==> config.mk <==
export PLATFORM = sky130hd
export DESIGN_NAME = q_rotary_enc_multi
export DESIGN_NICKNAME = d
export VERILOG_FILES = /design/src/rtl/q_rotary_enc_multi.sv
export SDC_FILE = /design/constraint.sdc
export NUM_CORES = 2
export LEC_CHECK = 0
export BUFFER_PORTS_ARGS = -buffer_cell sky130_fd_sc_hd__buf_2
export CORE_MARGIN = 2
export CORE_UTILIZATION = 65
export DETAILED_ROUTE_END_ITERATION = 12
export PLACE_DENSITY = 0.89
export SYNTH_ARGS = -nofsm -noshare
export SYNTH_HDL_FRONTEND = slang
export SYNTH_SLANG_ARGS = --single-unit
==> constraint.sdc <==
create_clock -name clock -period 13.78 [get_ports clock]
set_input_delay 1.378 -clock clock [delete_from_list [all_inputs] [get_ports clock]]
set_output_delay 1.378 -clock clock [all_outputs]
set_load 0.02 [all_outputs]
==> src/rtl/q_rotary_enc_multi.sv <==
// q_rotary_enc_multi: multi-channel quadrature decoder with input filtering, index latch and velocity
module q_rotary_enc_multi #(
    parameter int CHANNELS   = 4,
    parameter int CNT_W      = 32,
    parameter int FLT_LEN    = 4,
    parameter int VEL_PERIOD = 100000,
    parameter int VEL_W      = 16
) (
    input  logic                      clock,
    input  logic                      reset_n,
    input  logic                      ena,
    input  logic [CHANNELS-1:0]       clr,
    input  logic [CHANNELS-1:0]       dir,
    input  logic [CHANNELS-1:0]       A,
    input  logic [CHANNELS-1:0]       B,
    input  logic [CHANNELS-1:0]       Z,
    output logic [CHANNELS*CNT_W-1:0] counter,
    output logic [CHANNELS*CNT_W-1:0] index_pos,
    output logic [CHANNELS-1:0]       index_valid,
    output logic [CHANNELS*VEL_W-1:0] velocity,
    output logic                      vel_strobe,
    output logic [CHANNELS-1:0]       error
);
    localparam int NS = 3 * CHANNELS;
    localparam int TW = $clog2(VEL_PERIOD);
    localparam int XW = CNT_W > VEL_W ? CNT_W : VEL_W;
    localparam logic [7:0] FLT_TOP = 8'(FLT_LEN - 1);
    localparam logic signed [XW-1:0] VMAX = {{(XW-VEL_W+1){1'b0}}, {(VEL_W-1){1'b1}}};
    localparam logic signed [XW-1:0] VMIN = ~VMAX;

    function automatic logic [1:0] gray2bin(input logic [1:0] g);
        return {g[1], g[1] ^ g[0]};
    endfunction

    logic [NS-1:0] s1_q, s1_d, s2_q, s2_d, f_q, f_d;
    logic [7:0]    fc_q [NS];
    logic [7:0]    fc_d [NS];
    logic [TW-1:0] tmr_q, tmr_d;
    logic          vs_q, vs_d, term;

    assign term       = tmr_q == TW'(VEL_PERIOD - 1);
    assign vel_strobe = vs_q;

    // Synchronise and debounce every raw A/B/Z bit; run the shared velocity period timer
    always_comb begin
        s1_d = {Z, B, A};
        s2_d = s1_q;
        f_d  = f_q;
        fc_d = fc_q;
        for (int j = 0; j < NS; j++) begin
            f_d[j]  = (s2_q[j] != f_q[j] && fc_q[j] == FLT_TOP) ? s2_q[j] : f_q[j];
            fc_d[j] = (s2_q[j] == f_q[j] || fc_q[j] == FLT_TOP) ? 8'd0 : fc_q[j] + 8'd1;
        end
        tmr_d = term ? '0 : tmr_q + TW'(1);
        vs_d  = term;
    end

    // Shared input-stage and timer registers
    always_ff @(posedge clock) begin
        if (!reset_n) begin
            s1_q  <= '0;
            s2_q  <= '0;
            f_q   <= '0;
            fc_q  <= '{default: '0};
            tmr_q <= '0;
            vs_q  <= 1'b0;
        end else begin
            s1_q  <= s1_d;
            s2_q  <= s2_d;
            f_q   <= f_d;
            fc_q  <= fc_d;
            tmr_q <= tmr_d;
            vs_q  <= vs_d;
        end
    end

    for (genvar i = 0; i < CHANNELS; i++) begin : g_ch
        logic [1:0]            cur, step, old_q, old_d;
        logic                  zold_q, zold_d, err_q, err_d, iv_q, iv_d;
        logic [CNT_W-1:0]      cnt_q, cnt_d, ip_q, ip_d, snap_q, snap_d, delta;
        logic signed [XW-1:0]  dx;
        logic [VEL_W-1:0]      vel_q, vel_d;

        // Decode the Gray step and apply count/index/velocity updates, with clr overriding all but velocity
        always_comb begin
            cur    = dir[i] ? {f_q[i], f_q[CHANNELS+i]} : {f_q[CHANNELS+i], f_q[i]};
            step   = gray2bin(cur) - gray2bin(old_q);
            old_d  = cur;
            zold_d = f_q[2*CHANNELS+i];
            delta  = cnt_q - snap_q;
            dx     = XW'(signed'(delta));
            cnt_d  = clr[i] ? '0 : !ena ? cnt_q : step == 2'd1 ? cnt_q + CNT_W'(1)
                   : step == 2'd3 ? cnt_q - CNT_W'(1) : cnt_q;
            err_d  = !clr[i] && (err_q || (ena && step == 2'd2));
            ip_d   = clr[i] ? '0 : (zold_d && !zold_q) ? cnt_q : ip_q;
            iv_d   = !clr[i] && (iv_q || (zold_d && !zold_q));
            snap_d = clr[i] ? '0 : term ? cnt_q : snap_q;
            vel_d  = !term ? vel_q : dx > VMAX ? VMAX[VEL_W-1:0] : dx < VMIN ? VMIN[VEL_W-1:0] : dx[VEL_W-1:0];
        end

        // Per-channel state registers
        always_ff @(posedge clock) begin
            if (!reset_n) begin
                old_q  <= '0;
                zold_q <= 1'b0;
                err_q  <= 1'b0;
                iv_q   <= 1'b0;
                cnt_q  <= '0;
                ip_q   <= '0;
                snap_q <= '0;
                vel_q  <= '0;
            end else begin
                old_q  <= old_d;
                zold_q <= zold_d;
                err_q  <= err_d;
                iv_q   <= iv_d;
                cnt_q  <= cnt_d;
                ip_q   <= ip_d;
                snap_q <= snap_d;
                vel_q  <= vel_d;
            end
        end

        assign counter[i*CNT_W +: CNT_W]   = cnt_q;
        assign index_pos[i*CNT_W +: CNT_W] = ip_q;
        assign velocity[i*VEL_W +: VEL_W]  = vel_q;
        assign index_valid[i]              = iv_q;
        assign error[i]                    = err_q;
    end
endmodule

==> run metrics <==
P_int=2.86 mW; P per Cell Area=92.0 nW/um^2; Finished Cell Area=39,300 sq um; synth cell count leaders=850 x nand2_1, 618 x dfxtp_1, 571 x a21oi_1; largest net degree at the start of global routing=100; Vias/cell=5.88; top-count cell post-synth=nand2_1; worst-margin pin slew=1.20 ns; crit path capture type=register; Post-synth EDFFs=0; Max-Slew Margin vs Limit=19.7%; Logic pwr share=1.2%; Peak VDD IR=about 130 uV; Cell variety after synth=88; RSZ-0062 raised after global routing=false; Synth Warn #=0; final setup fails=0; Sw Share=21.0%; nets@finish=5,006; Cell Area, Synth=about 35,000 sq um; Worst setup SP type=input port; Arr. time, crit path=5.87 ns; die footprint=55,800 sq um; ys async rst share=0%; initial antenna violation count=0; Die H=236 um; CTS Root Cell=clkbuf_16; sum of buffers and inverters on the critical path=2; Clock Pin Slew Worst Setup and Hold Paths=around 0.06 ns; Setup Crit Path Kind=input port to register; Final min period=5.42 ns; type of the most critical hold path=register to register; global-route usage over all layers=30.4%; routed vias=32,100; synth top area cells=dfxtp_1 35%, ha_1 9.3%, nand2_1 9.1%; Initial Util=about two thirds; Final Cycle Share=39.3%; Post-synth top flop=dfxtp_1; post-cts hold buffer count=0; GP Congestion=0.956; drt wl/cell=about 16 um; Tot Pwr=3.61 mW; Post-CTS Setup Bufs=0; Psw=roughly 0.76 mW; Synth area leader=dfxtp_1; clock skew=between 0.015 and 0.02 ns; Detailed Routing Iterations Pass 1=5; Max Clock Freq=between 150 and 200 MHz; drt initial violations=2,258; Crit path max-delay family=compound AO/OA/AOI/OAI gates; crit-path max FO=31; TritonCTS clock tree=done; area delta synth->final=12.1%; drt total wl=87,400 um; HPWL Detailed=60,700 um; Final Slew Violations=0; total CTS buffers=66; CTS Buffer Depth=3; syn avg cell area=7.87 sq um; leakage power=approximately 17 nW; share of the synthesized area in the top cell type=35.3%; slowest cell on the critical path=xnor2_1; Seq/Total Area, Yosys=between 30% and 40%; Clock power frac=49.1%; num rows=85; Placed Area=around 37,000 sq um; first-pass GRT wire length=144,000 um; setup TNS=0 ns; CP max stage delay=0.59 ns; ANT nets after route=0; Mapped Nets=between 4,000 and 5,000; I/O Buffers=roughly 350; htree depth=3; Fillers=4,048; Seq. cell area=12,400 sq um; post-cts gate resize count=0; # Max-Cap Violations=0; Sink Count=618; Synth Register Bits=618; layout cells sized above 1=around 11%; Worst-Skew Late Latency=0.60 ns; Post-Syn Instances=4,454; Residual DRC=0; Req. time, crit path=around 14 ns; Core ar.=approximately 54,000 sq um; I/O pin cnt=352; final hold vios=0; area occupied by multi-input gates=21,300 sq um; # diodes=0; status=finished, final reports clean; vias in the first global route=slightly below 30,000; critical path, cell by cell=buf_2 > mux2i_1 > xnor2_1 > nand2b_1 > buf_4 > ha_1 > a21oi_1 > o21ai_0 > a2111oi_2 > o21ai_0 > a221oi_1 > o31ai_1 > a211o_1 > a21oi_1 > or3_1 > nand4_1 > xnor2_1 > nor2_1; die width=236 um; global route total overflow=0; sequential share of power=49.7%
==> power groups by stage <==
stage / clock network [mW] / registers (mW) / logic, mW
floorplan: 0 / 1.83 / 0.0309
global placement: 0 / 1.83 / 0.0443
detailed placement: 0 / 1.83 / 0.0443
CTS: 1.80 / 1.79 / 0.0444
global route: 1.87 / 1.79 / 0.0488
finish: 1.77 / 1.79 / 0.0444
==> metal layers <==
metal | global-route usage (%) | vias up | routed length (um)
met4 | 10.4 | 0 | 2670
met2 | 52.1 | 1021 | 41200
met1 | 39.2 | 15000 | 38200
li1 | - | 15900 | -
met3 | 4.20 | 189 | 5280
met5 | 0 | - | 0
==> sequential cells by signal (all words and copies together) (netlist names) <==
name / flops
g_ch.snap_q: 128
g_ch.vel_q: 64
tmr_q: 17
g_ch.err_q: 4
f_q: 12
g_ch.zold_q: 4
g_ch.iv_q: 4
s2_q: 12
s1_q: 12
g_ch.cnt_q: 128
fc_q: 96
vel_strobe: 1
g_ch.ip_q: 128
g_ch.old_q: 8
==> layout by cell type (no fill, tap or decap), types with 36 or more instances in the layout <==
| cell | n |
|---|---|
| ha_1 | 261 |
| inv_1 | 192 |
| nand2b_1 | 62 |
| a211oi_1 | 36 |
| nor2_1 | 292 |
| nand2_1 | 850 |
| xor2_1 | 155 |
| a21oi_1 | 571 |
| o21a_1 | 40 |
| buf_2 | 350 |
| xnor2_1 | 164 |
| o21ai_0 | 148 |
| and2_1 | 45 |
| and3_1 | 66 |
| a21o_1 | 82 |
| nor3_1 | 59 |
| nand3_1 | 128 |
| o211ai_1 | 37 |
| dfxtp_1 | 618 |
| clkbuf_16 | 69 |
| nor2b_1 | 55 |
==> logic make-up after synthesis <==
| group | after synthesis | synth area share [%] |
|---|---|---|
| XOR/XNOR | 319 | 7.98 |
| adder cells (fa/ha/maj) | 269 | 9.78 |
| AND/OR/NAND/NOR | 1719 | 22.3 |
| multiplexers | 27 | 0.779 |
| buffers and inverters | 373 | 4.16 |
| flip-flops | 618 | 35.3 |
| AO/OA/AOI/OAI | 1129 | 19.7 |
==> final cells by class <==
| type | count | share of cell area (%) |
|---|---|---|
| timing repair buffer | 373 | 4.90 |
| clock inverter | 16 | 0.490 |
| multi-input combinational | 3463 | 54.1 |
| sequential | 618 | 31.5 |
| clock buffer | 96 | 4.96 |
| tap | 696 | 2.22 |
| inverter | 192 | 1.83 |
==> path summary, 6_finish.rpt <==
path         slack [ns]  depth (start not counted)                start                             end
max                8.36                         18               dir[3]  g_ch[3].cnt_q[31]$_SDFFE_PP0P_
min                0.43                          1   s1_q[2]$_SDFF_PN0_              s2_q[2]$_SDFF_PN0_
max reg2reg        8.52                         19  f_q[7]$_SDFFE_PN0P_  g_ch[3].cnt_q[31]$_SDFFE_PP0P_
min reg2reg        0.43                          1   s1_q[2]$_SDFF_PN0_              s2_q[2]$_SDFF_PN0_
==> stage by stage <==
step | cells | hold slack (ns) | utilization, % | setup slack, ns
2_1_floorplan | 4454 | 0.412 | - | 8.28
3_3_place_gp | 5342 | 0.415 | 69.3 | 8.06
3_5_place_dp | 5342 | 0.419 | 69.3 | 7.84
4_1_cts | 5454 | 0.432 | 73.3 | 8.48
5_1_grt | 5454 | 0.449 | 73.3 | 8.02
6_report | 5454 | 0.429 | 73.3 | 8.36
(Power assumes the default switching activity.)
